==> config.mk <==
export PLATFORM = sky130hd
export DESIGN_NAME = neuron_driver_flat
export DESIGN_NICKNAME = d
export VERILOG_FILES = /design/src/rtl/neuron_driver_pkg.sv /design/src/rtl/neuron_driver_if.sv /design/src/rtl/neuron_cfg_assembler.sv /design/src/rtl/neuron_driver.sv /design/src/flat_wrapper.sv
export SDC_FILE = /design/constraint.sdc
export NUM_CORES = 1
export LEC_CHECK = 0
export ABC_AREA = 1
export CORE_MARGIN = 3
export CORE_UTILIZATION = 60
export CTS_CLUSTER_DIAMETER = 150
export CTS_CLUSTER_SIZE = 25
export DETAILED_ROUTE_END_ITERATION = 8
export DONT_BUFFER_PORTS = 1
export GPL_ROUTABILITY_DRIVEN = 0
export PLACE_DENSITY_LB_ADDON = 0.25
export SYNTH_ARGS = -nofsm -noshare
export SYNTH_HDL_FRONTEND = slang
export SYNTH_SLANG_ARGS = --single-unit
export TNS_END_PERCENT = 50
==> constraint.sdc <==
create_clock -name clk -period 2.7 [get_ports clk]
set_clock_uncertainty 0.15 [all_clocks]
set_input_delay 0.27 -clock clk [delete_from_list [all_inputs] [get_ports clk]]
set_output_delay 0.27 -clock clk [all_outputs]
set_load 0.03 [all_outputs]
==> src/rtl/neuron_driver_pkg.sv <==
// Shared definitions for the neuron_driver block.
//   state_e          : driver FSM state encoding
//   calc_res_width() : width of the Artificial_Neuron result for given lane sizes
//   max_int()        : helper used to size the configuration beat
package neuron_driver_pkg;

  typedef enum logic [2:0] {
    ST_CFG    = 3'd0,
    ST_COMMIT = 3'd1,
    ST_RUN    = 3'd2,
    ST_FLY1   = 3'd3,
    ST_FLY2   = 3'd4,
    ST_HOLD   = 3'd5
  } state_e;

  // Largest magnitude the neuron can produce is m full-scale products plus
  // a full-scale bias; the result port is sized to hold that.
  function automatic int calc_res_width(input int k, input int n, input int b, input int m);
    return $clog2(m * ((2 ** k) - 1) * ((2 ** n) - 1) + (2 ** b) - 1);
  endfunction

  function automatic int max_int(input int a, input int c);
    return (a > c) ? a : c;
  endfunction

endpackage

==> src/rtl/neuron_driver_if.sv <==
// Bundle of every non-clock signal of neuron_driver.
//   master : the driver itself (accepts cfg/act streams, produces results,
//            drives the neuron parameter/activation ports, reads nrn_res)
//   slave  : the surrounding system plus the neuron
// Streams: cfg_* (config beats), act_* (activation vectors), out_* (results),
// nrn_* (connection to Artificial_Neuron).
interface neuron_driver_if #(
  parameter int k = 4,
  parameter int n = 4,
  parameter int b = 4,
  parameter int m = 4
) ();
  import neuron_driver_pkg::*;

  localparam int res_width = calc_res_width(k, n, b, m);
  localparam int CW        = max_int(n, b);

  logic                 cfg_start;
  logic                 cfg_valid;
  logic                 cfg_ready;
  logic [CW-1:0]        cfg_data;
  logic                 act_valid;
  logic                 act_ready;
  logic [m*k-1:0]       act_data;
  logic                 out_valid;
  logic                 out_ready;
  logic [res_width-1:0] out_data;
  logic                 configured;
  logic [m*k-1:0]       nrn_act;
  logic [m*n-1:0]       nrn_weight;
  logic [b-1:0]         nrn_bias;
  logic                 nrn_load_params;
  logic [res_width-1:0] nrn_res;

  modport master (
    input  cfg_start, cfg_valid, cfg_data, act_valid, act_data, out_ready, nrn_res,
    output cfg_ready, act_ready, out_valid, out_data, configured,
           nrn_act, nrn_weight, nrn_bias, nrn_load_params
  );

  modport slave (
    output cfg_start, cfg_valid, cfg_data, act_valid, act_data, out_ready, nrn_res,
    input  cfg_ready, act_ready, out_valid, out_data, configured,
           nrn_act, nrn_weight, nrn_bias, nrn_load_params
  );

endinterface

==> src/rtl/neuron_cfg_assembler.sv <==
// Collects the serial configuration stream into packed weight/bias vectors.
//   wr_en  : accepted beat strobe;  clr : restart at beat 0
//   data   : beat payload (low n bits = weight lane, low b bits = bias)
//   weight : packed lanes, lane i at [(i+1)n-1:in];  bias : bias value
//   last   : the next beat is the bias beat
module neuron_cfg_assembler #(
  parameter int n  = 4,
  parameter int b  = 4,
  parameter int m  = 4,
  parameter int CW = 4
) (
  input  logic           clk,
  input  logic           rstn,
  input  logic           wr_en,
  input  logic           clr,
  input  logic [CW-1:0]  data,
  output logic [m*n-1:0] weight,
  output logic [b-1:0]   bias,
  output logic           last
);

  localparam int CNT_W = $clog2(m + 1);

  logic [CNT_W-1:0] cnt_q, cnt_d;
  logic [b-1:0]     bias_q, bias_d;

  assign last = (cnt_q == CNT_W'(m));

  // Writing the bias beat wraps the counter so the next session starts clean.
  always_comb begin
    cnt_d  = cnt_q;
    bias_d = bias_q;
    if (clr) begin
      cnt_d = '0;
    end else if (wr_en) begin
      cnt_d = last ? '0 : cnt_q + CNT_W'(1);
      if (last) bias_d = data[b-1:0];
    end
  end

  always_ff @(posedge clk or negedge rstn) begin
    if (!rstn) begin
      cnt_q  <= '0;
      bias_q <= '0;
    end else begin
      cnt_q  <= cnt_d;
      bias_q <= bias_d;
    end
  end

  generate
    for (genvar gi = 0; gi < m; gi++) begin : g_lane
      logic [n-1:0] lane_q, lane_d;

      always_comb begin
        lane_d = lane_q;
        if (wr_en && !clr && (cnt_q == CNT_W'(gi))) lane_d = data[n-1:0];
      end

      always_ff @(posedge clk or negedge rstn) begin
        if (!rstn) lane_q <= '0;
        else       lane_q <= lane_d;
      end

      assign weight[gi*n +: n] = lane_q;
    end
  endgenerate

  assign bias = bias_q;

endmodule

==> src/rtl/neuron_driver.sv <==
// Initiator-side controller for Artificial_Neuron.
//   clk, rstn : clock, asynchronous active-low reset
//   bus       : neuron_driver_if.master (cfg/act/out streams and nrn_* ports)
// Flow: CFG (m weight beats + bias beat) -> COMMIT (one-cycle load_params)
// -> RUN; each activation handshake walks FLY1/FLY2 while the neuron
// captures and settles, the result is registered and held in HOLD until
// out_ready.
module neuron_driver
  import neuron_driver_pkg::*;
#(
  parameter int k = 4,
  parameter int n = 4,
  parameter int b = 4,
  parameter int m = 4
) (
  input  logic clk,
  input  logic rstn,
  neuron_driver_if.master bus
);

  localparam int res_width = calc_res_width(k, n, b, m);
  localparam int CW        = max_int(n, b);

  state_e               state_q, state_d;
  logic [m*k-1:0]       nrn_act_q, nrn_act_d;
  logic [res_width-1:0] out_data_q, out_data_d;
  logic                 out_valid_q, out_valid_d;
  logic                 configured_q, configured_d;

  logic                 cfg_wr;
  logic                 cfg_clr;
  logic                 cfg_last;
  logic [m*n-1:0]       weight;
  logic [b-1:0]         bias;

  neuron_cfg_assembler #(.n(n), .b(b), .m(m), .CW(CW)) u_cfg (
    .clk    (clk),
    .rstn   (rstn),
    .wr_en  (cfg_wr),
    .clr    (cfg_clr),
    .data   (bus.cfg_data),
    .weight (weight),
    .bias   (bias),
    .last   (cfg_last)
  );

  always_comb begin
    state_d         = state_q;
    nrn_act_d       = nrn_act_q;
    out_data_d      = out_data_q;
    out_valid_d     = out_valid_q;
    configured_d    = configured_q;
    cfg_wr          = 1'b0;
    cfg_clr         = 1'b0;
    bus.cfg_ready       = 1'b0;
    bus.act_ready       = 1'b0;
    bus.nrn_load_params = 1'b0;

    unique case (state_q)
      ST_CFG: begin
        bus.cfg_ready = 1'b1;
        if (bus.cfg_valid) begin
          cfg_wr = 1'b1;
          if (cfg_last) state_d = ST_COMMIT;
        end
      end
      ST_COMMIT: begin
        bus.nrn_load_params = 1'b1;
        configured_d        = 1'b1;
        state_d             = ST_RUN;
      end
      ST_RUN: begin
        bus.act_ready = 1'b1;
        // An activation arriving with cfg_start takes priority.
        if (bus.act_valid) begin
          nrn_act_d = bus.act_data;
          state_d   = ST_FLY1;
        end else if (bus.cfg_start) begin
          cfg_clr = 1'b1;
          state_d = ST_CFG;
        end
      end
      ST_FLY1: state_d = ST_FLY2;   // neuron registers nrn_act this edge
      ST_FLY2: begin                // nrn_res valid combinationally now
        out_data_d  = bus.nrn_res;
        out_valid_d = 1'b1;
        state_d     = ST_HOLD;
      end
      ST_HOLD: begin
        if (bus.out_ready) begin
          out_valid_d = 1'b0;
          state_d     = ST_RUN;
        end
      end
      default: state_d = ST_CFG;
    endcase
  end

  always_ff @(posedge clk or negedge rstn) begin
    if (!rstn) begin
      state_q      <= ST_CFG;
      nrn_act_q    <= '0;
      out_data_q   <= '0;
      out_valid_q  <= 1'b0;
      configured_q <= 1'b0;
    end else begin
      state_q      <= state_d;
      nrn_act_q    <= nrn_act_d;
      out_data_q   <= out_data_d;
      out_valid_q  <= out_valid_d;
      configured_q <= configured_d;
    end
  end

  assign bus.nrn_act    = nrn_act_q;
  assign bus.nrn_weight = weight;
  assign bus.nrn_bias   = bias;
  assign bus.out_data   = out_data_q;
  assign bus.out_valid  = out_valid_q;
  assign bus.configured = configured_q;

endmodule

==> src/flat_wrapper.sv <==
// flat-port wrapper written by rule: the top's interface ports become plain ports
module neuron_driver_flat import neuron_driver_pkg::*;
#(
  parameter int k = 4,
  parameter int n = 4,
  parameter int b = 4,
  parameter int m = 4
)
  (clk, rstn, bus_cfg_start, bus_cfg_valid, bus_cfg_data, bus_act_valid, bus_act_data, bus_out_ready, bus_nrn_res, bus_cfg_ready, bus_act_ready, bus_out_valid, bus_out_data, bus_configured, bus_nrn_act, bus_nrn_weight, bus_nrn_bias, bus_nrn_load_params);
  neuron_driver_if #(.k(k), .n(n), .b(b), .m(m)) bus_i ();
  input  logic clk;
  input  logic rstn;
  input wire logic [$bits(bus_i.cfg_start)-1:0] bus_cfg_start;
  input wire logic [$bits(bus_i.cfg_valid)-1:0] bus_cfg_valid;
  input wire logic [$bits(bus_i.cfg_data)-1:0] bus_cfg_data;
  input wire logic [$bits(bus_i.act_valid)-1:0] bus_act_valid;
  input wire logic [$bits(bus_i.act_data)-1:0] bus_act_data;
  input wire logic [$bits(bus_i.out_ready)-1:0] bus_out_ready;
  input wire logic [$bits(bus_i.nrn_res)-1:0] bus_nrn_res;
  output wire logic [$bits(bus_i.cfg_ready)-1:0] bus_cfg_ready;
  output wire logic [$bits(bus_i.act_ready)-1:0] bus_act_ready;
  output wire logic [$bits(bus_i.out_valid)-1:0] bus_out_valid;
  output wire logic [$bits(bus_i.out_data)-1:0] bus_out_data;
  output wire logic [$bits(bus_i.configured)-1:0] bus_configured;
  output wire logic [$bits(bus_i.nrn_act)-1:0] bus_nrn_act;
  output wire logic [$bits(bus_i.nrn_weight)-1:0] bus_nrn_weight;
  output wire logic [$bits(bus_i.nrn_bias)-1:0] bus_nrn_bias;
  output wire logic [$bits(bus_i.nrn_load_params)-1:0] bus_nrn_load_params;
  assign bus_i.cfg_start = bus_cfg_start;
  assign bus_i.cfg_valid = bus_cfg_valid;
  assign bus_i.cfg_data = bus_cfg_data;
  assign bus_i.act_valid = bus_act_valid;
  assign bus_i.act_data = bus_act_data;
  assign bus_i.out_ready = bus_out_ready;
  assign bus_i.nrn_res = bus_nrn_res;
  assign bus_cfg_ready = bus_i.cfg_ready;
  assign bus_act_ready = bus_i.act_ready;
  assign bus_out_valid = bus_i.out_valid;
  assign bus_out_data = bus_i.out_data;
  assign bus_configured = bus_i.configured;
  assign bus_nrn_act = bus_i.nrn_act;
  assign bus_nrn_weight = bus_i.nrn_weight;
  assign bus_nrn_bias = bus_i.nrn_bias;
  assign bus_nrn_load_params = bus_i.nrn_load_params;
  neuron_driver #(.k(k), .n(n), .b(b), .m(m)) u_core (.clk(clk), .rstn(rstn), .bus(bus_i));
endmodule
# --- Word-level counts from Yosys, hierarchy flattened ---
# Cells that the tools add are included.
op_classes:
  add_sub_neg: 1
  n_mul: 0
  div: 0
  magnitude_cmp: 0
  eq_ne: 13
  n_shift: 0
  mux: 19
  n_bitwise: 1
  reduce_logical: 14
ops:
  columns: ["op", "count"]
  rows:
  - ["3-bit 2-to-1 mux", 8]
  - ["3-bit one-hot mux with 6 select lines", 1]
  - ["3-bit by 2-bit == test with 1-bit output (second input constant)", 4]
  - ["3-bit == test (second input constant)", 3]
  - ["1-bit 2-to-1 mux", 9]
  - ["3-bit by 1-bit == test with 1-bit output (second input constant)", 2]
  - ["3-bit zero test", 2]
  - ["2-bit inequality test (second input constant)", 3]
  - ["1-bit logical AND", 5]
  - ["2-bit AND reduction", 2]
  - ["4-bit AND reduction", 1]
  - ["2-bit nonzero test", 2]
  - ["3-bit by 1-bit adder with 3-bit output (second input constant)", 1]
  - ["3-bit inequality test (second input constant)", 1]
  - ["3-bit AND reduction", 1]
  - ["1-bit one-hot mux with 2 select lines", 1]
  - ["1-bit zero test", 1]
  - ["1-bit inverter", 1]
word_totals:
  register_bits: 54
  latch_bits: 0
  ramBits: 0
  romBits: 0
  inputBits: 36
  out_inout_bits: 51
  word_cells: 59
  n_memories: 0

# --- Logic depth before layout (Yosys ltp) ---
depth:
  depth_word: 6
  ltp_mapped: 8

# --- Modules after synthesis ---
# From an unflattened synthesis, not the netlist that was laid out.
hier_totals:
  hier_cells: 276
  area_unflattened_um2: 2363.5
by_module_without_submodules:
  columns: ["module", "n_inst", "cells_per_inst", "area_each_um2", "seq_area_each_um2"]
  rows:
  - ["neuron_driver", 1, 153, 1311.3, 775.7]
  - ["neuron_cfg_assembler", 1, 123, 1052.3, 575.6]

# --- Worst setup path after synthesis ---
# OpenSTA, ideal clock, no wires.
synth_timing:
  path_type: "reg-to-output"
  start: "reg u_core.state_q[1]"
  end: "out bus_nrn_load_params"
  arrival_ns: 1.076
  required_time_ns: 2.280
  path_slack_ns: 1.204
  stages_incl_launch_ff: 4
  path_cell_list: "dfrtp_1 -> inv_2 -> nand2_1 -> nor2_1"
synth_via:
  elab_chain_cells: 2
synth_rtl:
  columns: ["element", "line", "rtl"]
  rows:
  - ["from (decl)", "neuron_driver.sv:24", "state_e state_q, state_d;"]
  - ["from (signal assigned)", "neuron_driver.sv:107", "state_q <= state_d;"]
  - ["3-bit by 1-bit == test with 1-bit output", "neuron_driver.sv:59", "unique case (state_q)"]
  - ["1-bit 2-to-1 mux", "neuron_driver.sv:59", null]
  - ["to (decl)", "flat_wrapper.sv:28", "output wire logic [$bits(bus_i.nrn_load_params)-1:0] bus_nrn_load_params;"]
# Every way passes these cells.

# --- Final worst setup path ---
# Same ends and word-level chain as after synthesis.

==> results.sh <==
export IMPL_nets=341
export IMPL_r2r_end="u_core.u_cfg.cnt_q[2]$_DFFE_PN0P_"
export IMPL_slew_headroom_pct=55.9
export IMPL_mostFrequentLayoutCells="130 x nand2_1, 54 x dfrtp_1, 31 x dlygate4sd3_1, 20 x nand3_1, 14 x inv_1"
export IMPL_vias=1802
export IMPL_gr_max_usage_layer="met2"
export IMPL_synth_net_count=307
export IMPL_worst_slew_pin_slew_ns=0.660
export IMPL_fin_area_sq_um=2850
export IMPL_grt_max_degree=55
export IMPL_power_frac_seq_pct=59.7
export IMPL_dp_hpwl_mm=3.45
export IMPL_grtUsageMet2_pct=39.0
export IMPL_synthCells=266
export IMPL_fp_dieW_microns=69.1
export IMPL_r2r_setup_slack_ns=0.93
export IMPL_htree_num_levels=2
export IMPL_met1_usage_pct=31.2
export IMPL_setup_viol=0
export IMPL_cts_made_buffers=5
export IMPL_cp_num_buf_inv=1
export IMPL_layout_commonest_cell="nand2_1"
export IMPL_arrival_ns=1.54
export IMPL_power_uw=3570
export IMPL_grtUsageTotal_pct=24.2
export IMPL_placed_cell_area_sq_um=2410
export IMPL_hold_end="u_core.bus.out_valid$_DFFE_PN0P_"
export IMPL_r2r_cells=6
export IMPL_hold_violations=0
export IMPL_area_growth_pct=19.2
export IMPL_status="finished clean"
export IMPL_swShare_pct=52.6
export IMPL_max_freq_mhz=511
export IMPL_detail_route_antenna_nets=0
export IMPL_leakage_uw=0.00149
export IMPL_pre_cts_slack_ns=0.927
export IMPL_worstSetupEndpointType="output pin"
export IMPL_hold_slack_ns=0.0118
export IMPL_syn_area_per_cell_sq_um=8.98
export IMPL_wl_per_cell_microns=15.3
export IMPL_clkLatencyLatePin_ns=0.32
export IMPL_portBuffers=0
export IMPL_cp_data_required_time_ns=2.28
export IMPL_hp_start="bus_out_ready"
export IMPL_clkPwrFrac_pct=13.0
export IMPL_dieHeight_microns=69.1
export IMPL_synth_seq_cells=54
export IMPL_critPathLaunchType="flip-flop"
export IMPL_synth_cell_types=20
export IMPL_critPathMaxFanout=5
export IMPL_antenna_found_initial=0
export IMPL_peakVddDrop_v=0.000606
export IMPL_clock_path_buffers=2
export IMPL_max_stage_delay_ns=0.53
export IMPL_dr_pass1_iters=4
export IMPL_clock_sinks=54
export IMPL_post_cts_setup_buffers=0
export IMPL_min_path_cells=3
export IMPL_tritoncts="done"
export IMPL_die_area_sq_um=4780
export IMPL_clkTransAtPathRegs_ns=0.09
export IMPL_switching_power_uw=1880
export IMPL_rr_startpoint="u_core.state_q[2]$_DFFE_PN0P_"
export IMPL_drive_gt1_share_pct=9.97
export IMPL_core_area_sq_um=3740
export IMPL_synth_area_sq_um=2390
export IMPL_finalCritPeriodShare_pct=72.5
export IMPL_fin_crit_ns=1.96
export IMPL_crit_chain="inv_2 > nand2_1 > nor2_1"
export IMPL_hp_class="primary input to flip-flop"
export IMPL_synth_yosys_seq_area_share_pct=56.5
export IMPL_p_per_area_nw_per_um2=1250
export IMPL_worstSetupPathType="flip-flop to output pin"
export IMPL_via_per_inst=5.16
export IMPL_first_iter_violations=101
export IMPL_start_util_pct=63.8
export IMPL_rows=22
export IMPL_cts_root_buffer="clkbuf_8"
export IMPL_cp_top_family="simple AND/OR/NAND/NOR gates"
export IMPL_grt_use_met3_pct=8.16
export IMPL_grt_pass1_wl_mm=9.18
export IMPL_gr_total_overflow=0
export IMPL_rsz0062_at_grt="false"
export IMPL_io_pins=87
export IMPL_route_detailed_drc=0
export IMPL_diodes=0
export IMPL_ys_warn_count=0
export IMPL_cap_viol_max_count=0
export IMPL_drt_wl_total_mm=5.35
export IMPL_drv_slew=0
export IMPL_fillers=265
export IMPL_comb_power_share_pct=27.3
export IMPL_setup_tns_ns=0
export IMPL_setup_slack_ns=0.741
export IMPL_slowest_stage="nor2_1"
export IMPL_p_int_uw=1690
export IMPL_first_global_vias=1817
power groups by stage:
stage               Combinational, uW  Clock [uW]  Sequential [uW]
finish                            974         464             2130
global route                     1130         515             2180
CTS                               975         467             2130
detailed placement                913           0             2140
global placement                  872           0             2130
floorplan                         796           0             2050
per-stage QoR:
| stage | util [%] | instances |
|---|---|---|
| 2_1_floorplan | - | 266 |
| 3_3_place_gp | 64.5 | 309 |
| 3_5_place_dp | 64.5 | 309 |
| 4_1_cts | 76.1 | 349 |
| 5_1_grt | 76.1 | 349 |
| 6_report | 76.1 | 349 |
timing repair:
| item | CTS | global route |
|---|---|---|
| hold endpoints to repair | 100 | 0 |
| resized for setup | 0 | 0 |
| hold buffers | 32 | 0 |
state kept, by name (all words and copies together) (netlist names):
register / cells
u_core.u_cfg.bias: 4
u_core.u_cfg.g_lane.lane_q: 16
u_core.bus.configured: 1
u_core.state_q: 3
u_core.u_cfg.cnt_q: 3
u_core.bus.nrn_act: 16
u_core.bus.out_data: 10
u_core.bus.out_valid: 1
layer usage:
layer | vias up | share of wire (%)
met5 | - | 0
met4 | 0 | 1.4
met3 | 8 | 8.2
met2 | 67 | 47
met1 | 835 | 43
li1 | 892 | -
worst reg2reg max path, stage by stage, from the launching register on:
cell     delay (ns)
dfrtp_1        0.58
inv_2          0.25
nand3_4        0.12
inv_1          0.26
nand3_1        0.18
nand3_1        0.11
nand2_1        0.05
cells in the mapped netlist:
cell / instances / area (sq um)
nand3_1: 20 / 100
nand3_4: 2 / 35.0
buf_2: 1 / 5.00
o31ai_1: 1 / 7.51
nor2_1: 7 / 26.3
nand2_4: 3 / 33.8
buf_6: 2 / 22.5
nor2_8: 1 / 20.0
nand3_2: 3 / 30.0
dfrtp_1: 54 / 1350
inv_1: 14 / 52.6
nor2_4: 7 / 78.8
inv_2: 3 / 11.3
or2_2: 1 / 6.26
ha_1: 5 / 62.6
nand2_1: 130 / 488
nand2_2: 1 / 6.26
o21ai_1: 8 / 40.0
o21ai_0: 1 / 5.00
clkbuf_1: 2 / 7.51
layout make-up:
type                       instances  area (sq um)  area share [%]
timing repair buffer              32           338            11.9
sequential                        54          1350            47.5
multi-input combinational        190           940            33.0
clock buffer                       5          68.8            2.42
tap                               48          60.1            2.11
inverter                          17          63.8            2.24
clock inverter                     3          26.3           0.923
how the worst max path moves through the flow:
stage	start	endpoint	slack (ns)	cells after the start
floorplan	u_core.state_q[1]$_DFFE_PN0P_	bus_nrn_load_params	1.20	3
global placement	u_core.state_q[2]$_DFFE_PN0P_	u_core.u_cfg.cnt_q[2]$_DFFE_PN0P_	0.97	6
detailed placement	u_core.state_q[2]$_DFFE_PN0P_	u_core.u_cfg.cnt_q[2]$_DFFE_PN0P_	0.93	6
CTS	u_core.state_q[1]$_DFFE_PN0P_	bus_nrn_load_params	0.76	3
global route	u_core.state_q[2]$_DFFE_PN0P_	bus_act_ready	0.67	3
finish	u_core.state_q[1]$_DFFE_PN0P_	bus_nrn_load_params	0.74	3
logic make-up (layout without fill, tap and decap cells):
family	Yosys count	count (layout)	share of synthesized area, %
buffers and inverters	22	57	4.14
DFF	54	54	56.5
adders and majority gates	5	5	2.62
AOI/OAI and AO/OA	10	10	2.20
and+or+nand+nor	175	175	34.5
Power figures use the tool's default switching activity.
